==> src/rtl/bus_xfer_ctrl_pkg.sv <==
// Shared definitions for the bus transfer sequencer: FSM state encoding
// and default register-bank sizes.
package bus_xfer_ctrl_pkg;

    localparam int NUM_REGS_DEF = 8;
    localparam int NUM_AR_DEF   = 2;

    typedef logic [2:0] state_t;

    localparam state_t ST_IDLE   = 3'd0;
    localparam state_t ST_DRIVE  = 3'd1;
    localparam state_t ST_WRITE  = 3'd2;
    localparam state_t ST_HOLD   = 3'd3;
    localparam state_t ST_ACKERR = 3'd4;

endpackage

==> src/rtl/bus_xfer_ctrl_onehot_dec.sv <==
// Index-to-one-hot decoder with enable; output is all zero when disabled
// or when the index is beyond the decoded range.
module onehot_dec #(
    parameter int IDX_W = 3,
    parameter int N     = 8
) (
    input  logic [IDX_W-1:0] idx_i,
    input  logic             en_i,
    output logic [N-1:0]     oh_o
);

    // Compare the index against every output position.
    always_comb begin
        oh_o = '0;
        for (int i = 0; i < N; i++) begin
            oh_o[i] = en_i && (idx_i == IDX_W'(i));
        end
    end

endmodule

==> src/rtl/bus_xfer_ctrl.sv <==
// Register-to-register move sequencer for the shared tristate data bus.
// Strobes are decoded only from registered state and registered selects,
// so nothing on the request inputs can glitch the bus drivers.
module bus_xfer_ctrl
    import bus_xfer_ctrl_pkg::*;
#(
    parameter int NUM_REGS     = NUM_REGS_DEF,
    parameter int SEL_WIDTH    = 3,
    parameter int NUM_AR       = NUM_AR_DEF,
    parameter int AR_SEL_WIDTH = 1
) (
    input  logic                    clk,
    input  logic                    reset,
    input  logic                    req,
    input  logic                    wide,
    input  logic [SEL_WIDTH-1:0]    src_sel,
    input  logic [SEL_WIDTH-1:0]    dst_sel,
    input  logic [AR_SEL_WIDTH-1:0] ar_sel,
    output logic                    busy,
    output logic                    ack,
    output logic                    err,
    output logic [NUM_REGS-1:0]     reg_cs,
    output logic [NUM_REGS-1:0]     reg_oe,
    output logic [NUM_REGS-1:0]     reg_we,
    output logic [NUM_AR-1:0]       ar_cs,
    output logic                    ar_we_l,
    output logic                    ar_we_h
);

    state_t                  state_q, state_d;
    logic                    phase_q, phase_d;
    logic                    wide_q;
    logic [SEL_WIDTH-1:0]    src_q, dst_q;
    logic [AR_SEL_WIDTH-1:0] ar_q;
    logic                    cap;
    logic                    cmd_bad;
    logic                    active;
    logic [SEL_WIDTH-1:0]    cur_src;
    logic [NUM_REGS-1:0]     src_oh, dst_oh;
    logic [NUM_AR-1:0]       ar_oh;
    logic [31:0]             src_ext, dst_ext, ar_ext;

    assign src_ext = 32'(src_sel);
    assign dst_ext = 32'(dst_sel);
    assign ar_ext  = 32'(ar_sel);

    // Reject self-moves, out-of-range indices and a wide load with no pair partner.
    always_comb begin
        if (wide) begin
            cmd_bad = (src_ext >= 32'(NUM_REGS - 1)) || (ar_ext >= 32'(NUM_AR));
        end else begin
            cmd_bad = (src_sel == dst_sel) || (src_ext >= 32'(NUM_REGS)) ||
                      (dst_ext >= 32'(NUM_REGS));
        end
    end

    // Transfer sequencing: DRIVE (settle), WRITE (capture), HOLD (latch close).
    always_comb begin
        state_d = state_q;
        phase_d = phase_q;
        cap     = 1'b0;
        case (state_q)
            ST_IDLE: begin
                if (req) begin
                    cap     = 1'b1;
                    phase_d = 1'b0;
                    state_d = cmd_bad ? ST_ACKERR : ST_DRIVE;
                end
            end
            ST_DRIVE: state_d = ST_WRITE;
            ST_WRITE: state_d = ST_HOLD;
            ST_HOLD: begin
                if (wide_q && !phase_q) begin
                    phase_d = 1'b1;
                    state_d = ST_DRIVE;
                end else begin
                    phase_d = 1'b0;
                    state_d = ST_IDLE;
                end
            end
            ST_ACKERR: state_d = ST_IDLE;
            default: begin
                state_d = ST_IDLE;
                phase_d = 1'b0;
            end
        endcase
    end

    // Control state; reset abandons any transfer in flight.
    always_ff @(posedge clk or negedge reset) begin
        if (!reset) begin
            state_q <= ST_IDLE;
            phase_q <= 1'b0;
        end else begin
            state_q <= state_d;
            phase_q <= phase_d;
        end
    end

    // Command capture; only loaded in IDLE so later input changes are ignored.
    always_ff @(posedge clk) begin
        if (cap) begin
            wide_q <= wide;
            src_q  <= src_sel;
            dst_q  <= dst_sel;
            ar_q   <= ar_sel;
        end
    end

    assign active  = (state_q == ST_DRIVE) || (state_q == ST_WRITE) || (state_q == ST_HOLD);
    // Phase 1 of a wide load reads the upper register of the pair.
    assign cur_src = src_q + SEL_WIDTH'(phase_q);

    onehot_dec #(.IDX_W(SEL_WIDTH), .N(NUM_REGS)) u_src_dec (
        .idx_i (cur_src),
        .en_i  (active),
        .oh_o  (src_oh)
    );

    onehot_dec #(.IDX_W(SEL_WIDTH), .N(NUM_REGS)) u_dst_dec (
        .idx_i (dst_q),
        .en_i  (active && !wide_q),
        .oh_o  (dst_oh)
    );

    onehot_dec #(.IDX_W(AR_SEL_WIDTH), .N(NUM_AR)) u_ar_dec (
        .idx_i (ar_q),
        .en_i  (active && wide_q),
        .oh_o  (ar_oh)
    );

    assign reg_oe  = src_oh;
    assign reg_cs  = src_oh | dst_oh;
    assign reg_we  = (state_q == ST_WRITE) ? dst_oh : '0;
    assign ar_cs   = ar_oh;
    assign ar_we_l = (state_q == ST_WRITE) && wide_q && !phase_q;
    assign ar_we_h = (state_q == ST_WRITE) && wide_q && phase_q;
    assign busy    = (state_q != ST_IDLE);
    assign ack     = ((state_q == ST_HOLD) && (!wide_q || phase_q)) || (state_q == ST_ACKERR);
    assign err     = (state_q == ST_ACKERR);

endmodule

==> config.mk <==
export PLATFORM = sky130hd
export DESIGN_NAME = bus_xfer_ctrl
export DESIGN_NICKNAME = d
export VERILOG_FILES = /design/src/rtl/bus_xfer_ctrl_pkg.sv /design/src/rtl/bus_xfer_ctrl_onehot_dec.sv /design/src/rtl/bus_xfer_ctrl.sv
export SDC_FILE = /design/constraint.sdc
export NUM_CORES = 1
export LEC_CHECK = 0
export ABC_AREA = 1
export CORE_MARGIN = 3
export CORE_UTILIZATION = 43
export CTS_BUF_LIST = sky130_fd_sc_hd__clkbuf_16
export DETAILED_ROUTE_END_ITERATION = 10
export GPL_TIMING_DRIVEN = 0
export PLACE_DENSITY = 0.82
export SYNTH_ARGS = -nofsm -noshare
export SYNTH_HDL_FRONTEND = slang
export SYNTH_SLANG_ARGS = --single-unit
==> constraint.sdc <==
create_clock -name clk -period 2.6 [get_ports clk]
set_input_delay 0.65 -clock clk [delete_from_list [all_inputs] [get_ports clk]]
set_output_delay 0.65 -clock clk [all_outputs]
set_load 0.05 [all_outputs]
# After elaboration in Yosys (flattened, before gate mapping)
# Index checks and enable logic that the tools add are counted.
# word_totals
register_bits	12
input_bits	11
output_inout_bits	31
elab_cells	85
# op_classes
n_addsub	1
order_cmp	4
eq_ne	20
muxes	11
bitwise_logic	3
reduce_logical	40
# ops
operator	n
$eq 3x3->1 const B	9
$logic_and 1x1->1	25
$eq 3x2->1 const B	6
$pmux 3 s4	1
$eq 3x1->1 const B	3
$logic_not 3->1	3
$ge 3x4->1 const B	2
$mux 8	1
$or 8x8->8	1
$logic_or 1x1->1	7
$mux 1	6
$mux 3	2
$add 3x1->3	1
$eq 3x3->1	1
$ge 3x3->1 const B	1
$pmux 1 s3	1
$reduce_bool 3->1	1
$reduce_or 3->1	1
$ge 1x2->1 const B	1
$logic_not 1->1	2
$ne 2x2->1 const B	1
$not 1->1	2
$reduce_and 2->1	1

# Logic depth before layout (Yosys ltp)
# depth
depth_word	7
ltp_mapped	7
depth_no_buf	7

# Cells and area by module
# Synthesis repeated with hierarchy kept, for this count alone.
# hier_totals
hier_cells	134
hier_area_um2	899.6
# modules_own_cells
module	n_inst	cells_each	area_per_inst_um2	seq_area_each_um2
bus_xfer_ctrl	1	96	754.5	340.3
onehot_dec at u_dst_dec ...	2	17	63.8	0.0
onehot_dec at u_ar_dec	1	4	17.5	0.0

# Least setup slack after synthesis
# No wires, ideal clock.
# synth_path
kind	flip-flop to output port
start	register phase_q
end	output reg_cs[4]
arrival_ps	2302
t_required_ps	1950
path_slack_ps	-352
stages_incl_launch_ff	7
path_buffers	0
path_cell_list	dfrtp_1 ha_1 ha_1 or2_1 nand2_4 inv_1 o21ai_0
# synth_between
elab_chain_len	4
# synth_lines
element	line	source
start: declaration	bus_xfer_ctrl.sv:31	logic phase_q, phase_d;
start signal: assignment	bus_xfer_ctrl.sv:96	phase_q <= phase_d;
$add 3x1->3	bus_xfer_ctrl.sv:112	assign cur_src = src_q + SEL_WIDTH'(phase_q);
$eq 3x3->1	bus_xfer_ctrl_onehot_dec.sv:16	oh_o[i] = en_i && (idx_i == IDX_W'(i));
$logic_and 1x1->1	bus_xfer_ctrl_onehot_dec.sv:16	
$or 8x8->8	bus_xfer_ctrl.sv:133	assign reg_cs = src_oh | dst_oh;
end: declaration	bus_xfer_ctrl.sv:22	output logic [NUM_REGS-1:0] reg_cs,
# No other way between the ends.

# Worst setup path in the final report
# Ends and elaborated chain as after synthesis.

==> run metrics <==
outcome completed; clk root buf clkbuf_16; sequential share of the synthesized area 0.392; area grow syn2layout 54.3%; final max-slew violation count 0; Placed Area 0.00132 mm2; Synth top area share 0.277; full die area ~0.0026 mm2; post-route clock period utilization 0.984; switching share of power 0.535; Yosys reg bits 12; # diodes 0; met2 GRT Util 0.386; placed cell count 190; Logic pwr share 0.636; peak supply drop approximately 0.88 mV; Tot Pwr approximately 1.6 mW; WL/cell approximately 12 um; most frequent CP cell ha_1; Async SR Flop Fraction 0.333; # IOs 42; worst-path cell with the longest stage delay dfrtp_1; Clock transition at path regs 0.04 ns; cells after synthesis between 100 and 150; DRT Pass-1 Iters 4; Distinct cells, synth 19; Detail Route Antenna Nets 0; Worst path depth 7; Post-CTS Setup Repair Bufs 0; Num CTS Buffers 3; GR peak layer met2; clock share of power 0.176; Reg-to-Reg Start state_q[1]; all-layer global routing usage 0.199; kind of critical path reg2out; worst slew pin tran 0.502 ns; CP bufs+invs 2; Max-slew headroom 0.665; RSZ-0062 raised after global routing yes; Setup Skew between 0.002 and 0.003 ns; Synth area leaders edfxtp_1 (28%), dfrtp_1 (12%), inv_1 (11%); TritonCTS Sinks 12; r2r setup slk between 1 and 1.5 ns; cell area after layout between 0.001 and 0.0015 mm2; P_int between 0.7 and 0.8 mW; CP top delay family adder cells; main flop type after synthesis edfxtp_1; Pwr per Cell Area roughly 1200 mW/mm2; Core ar. between 0.0015 and 0.002 mm2; Overflow after GRT 0; Peak Freq 0.391 GHz; Max Cap Violations 0; port bufs 41; RD Place Congestion between 0.8 and 0.9; DIE HEIGHT between 50 and 60 um; clock latency on the worst-skew pair roughly 0.24 ns; yosys warns 0; final critical-path required period 2.56 ns; EDFF count, synth 8; WP data required around 2 ns; Setup crit end kind primary output; first-pass GRT wire length 3780 um; Util after Layout 0.735; Cell Area, Synth approximately 870 um2; Horiz. Die Dim between 50 and 60 um; Non-Filler Instances approximately 190; Clock Path Buffers 2; Sw Pwr roughly 0.84 mW; DR vias between 900 and 1k; met1 GRT Util 0.193; Critical Path Max Stage Delay between 0.4 and 0.5 ns; DRC viols 0; drt initial violations 25; initial antenna violation count 0; largest net degree at the start of global routing 11; syn nets approximately 140; setup TNS 0 ns; Post-DP HPWL 1790 um; FF-to-FF End wide_q; crit-path cells ha_1 -> ha_1 -> or2_1 -> nand2_4 -> inv_2 -> o21ai_1 -> buf_4; met3 usage 0.0292; critical path endpoint reg_cs[4]; Seq pwr share 0.188; Setup crit start phase_q; Leak slightly above 0.7 nW; Hold Vio Cnt, Final 0; Initial Util 0.476; filler instances between 150 and 200; Worst R2R Path Depth 5; Finish-stage setup viols 0; TritonCTS clock tree done; Syn Area/Cell roughly 7.0 um2; HP Class reg2reg; crit path DAT 1.91 ns; hold_sp phase_q; Via density roughly 5; vias in the first global route about 870; Nets roughly 180; Crit Path Max Fanout 9; CP Launch Type flop; CTS Hold Bufs 0; H-tree Lvls 1; cell taking the most area after synthesis edfxtp_1; Row Count 15; final wirelength 2370 um; layout cells sized above 1 0.260
## power groups by stage
stage / Combinational (mW) / Sequential, mW / Clock [mW]
2_1_floorplan: 0.717 / 0.287 / 0
3_3_place_gp: 0.993 / 0.292 / 0
3_5_place_dp: 1.01 / 0.294 / 0
4_1_cts: 0.970 / 0.296 / 0.280
5_1_grt: 1.08 / 0.299 / 0.288
6_report: 1.00 / 0.297 / 0.277
## timing repair
| action | in CTS | in global routing |
|---|---|---|
| gates resized for setup | 100 | 55 |
| setup endpoints to repair | 28 | 25 |
| pin swaps | 0 | 1 |
## cells in the mapped netlist (2+ instances only)
| master | count |
|---|---|
| a21oi_1 | 2 |
| o21ai_0 | 9 |
| inv_2 | 2 |
| ha_1 | 2 |
| nor2_4 | 4 |
| nand2_4 | 2 |
| nor2_1 | 25 |
| inv_1 | 25 |
| dfrtp_1 | 4 |
| nand3_1 | 8 |
| nand2_1 | 25 |
| edfxtp_1 | 8 |
| nor3_1 | 2 |
## worst register-to-register path, delay by kind of cell, from the launching register on
kind	cells	cell delay [ns]
flip-flops	1	0.41
buffers and inverters	2	0.34
AND/OR/NAND/NOR	3	0.50
## cell usage in the layout, fill, tap and decap left out
master,n
a21oi_1,2
and3_1,1
buf_2,3
buf_4,5
buf_6,5
clkbuf_16,3
clkbuf_2,9
clkbuf_4,2
clkdlybuf4s15_2,1
clkdlybuf4s18_2,1
clkdlybuf4s50_1,11
dfrtp_1,4
dlygate4sd2_1,2
dlymetal6s2s_1,2
edfxtp_1,8
ha_1,2
inv_1,25
inv_2,3
nand2_1,25
nand2_4,2
nand3_1,8
nand4_1,1
nor2_1,25
nor2_2,1
nor2_4,4
nor3_1,2
nor4_2,1
o21ai_0,3
o21ai_1,3
o21ai_2,4
or2_1,1
## per-stage QoR
stage / worst slack [ns] / hold WS [ns]
2_1_floorplan: -0.352 / 0.354
3_3_place_gp: -0.310 / 0.523
3_5_place_dp: -0.454 / 0.534
4_1_cts: -0.00100 / 0.567
5_1_grt: -0.0390 / 0.596
6_report: 0.0421 / 0.556
## worst min path at each step
| stage | to | slack, ns | depth (start not counted) |
|---|---|---|---|
| 3_5_place_dp | phase_q | 0.53 | 2 |
| 6_report | phase_q | 0.56 | 2 |
| 4_1_cts | phase_q | 0.57 | 2 |
| 3_3_place_gp | phase_q | 0.52 | 2 |
| 2_1_floorplan | phase_q | 0.35 | 0 |
| 5_1_grt | phase_q | 0.60 | 2 |
## metal layers
metal	vias up	routed length [um]
li1	476	-
met4	0	53
met1	428	918
met5	-	0
met3	4	176
met2	44	1220
## logic make-up after synthesis
| kind of cell | share of synthesized area |
|---|---|
| adders and majority gates | 0.0289 |
| AOI/OAI and AO/OA | 0.0736 |
| DFF | 0.393 |
| buffers and inverters | 0.117 |
| and+or+nand+nor | 0.388 |
## cell type report
type	count	area [um2]	share of cell area
tap	25	31.3	0.0234
timing repair buffer	41	343	0.256
clock buffer	3	75.1	0.0561
inverter	27	101	0.0758
clock inverter	1	3.75	0.00281
sequential	12	340	0.254
multi-input combinational	85	443	0.331
## sequential cells by signal, summed over array words and instances (netlist names)
signal,flops
ar_q,1
dst_q,3
phase_q,1
src_q,3
state_q,3
wide_q,1
(Power assumes the default switching activity.)
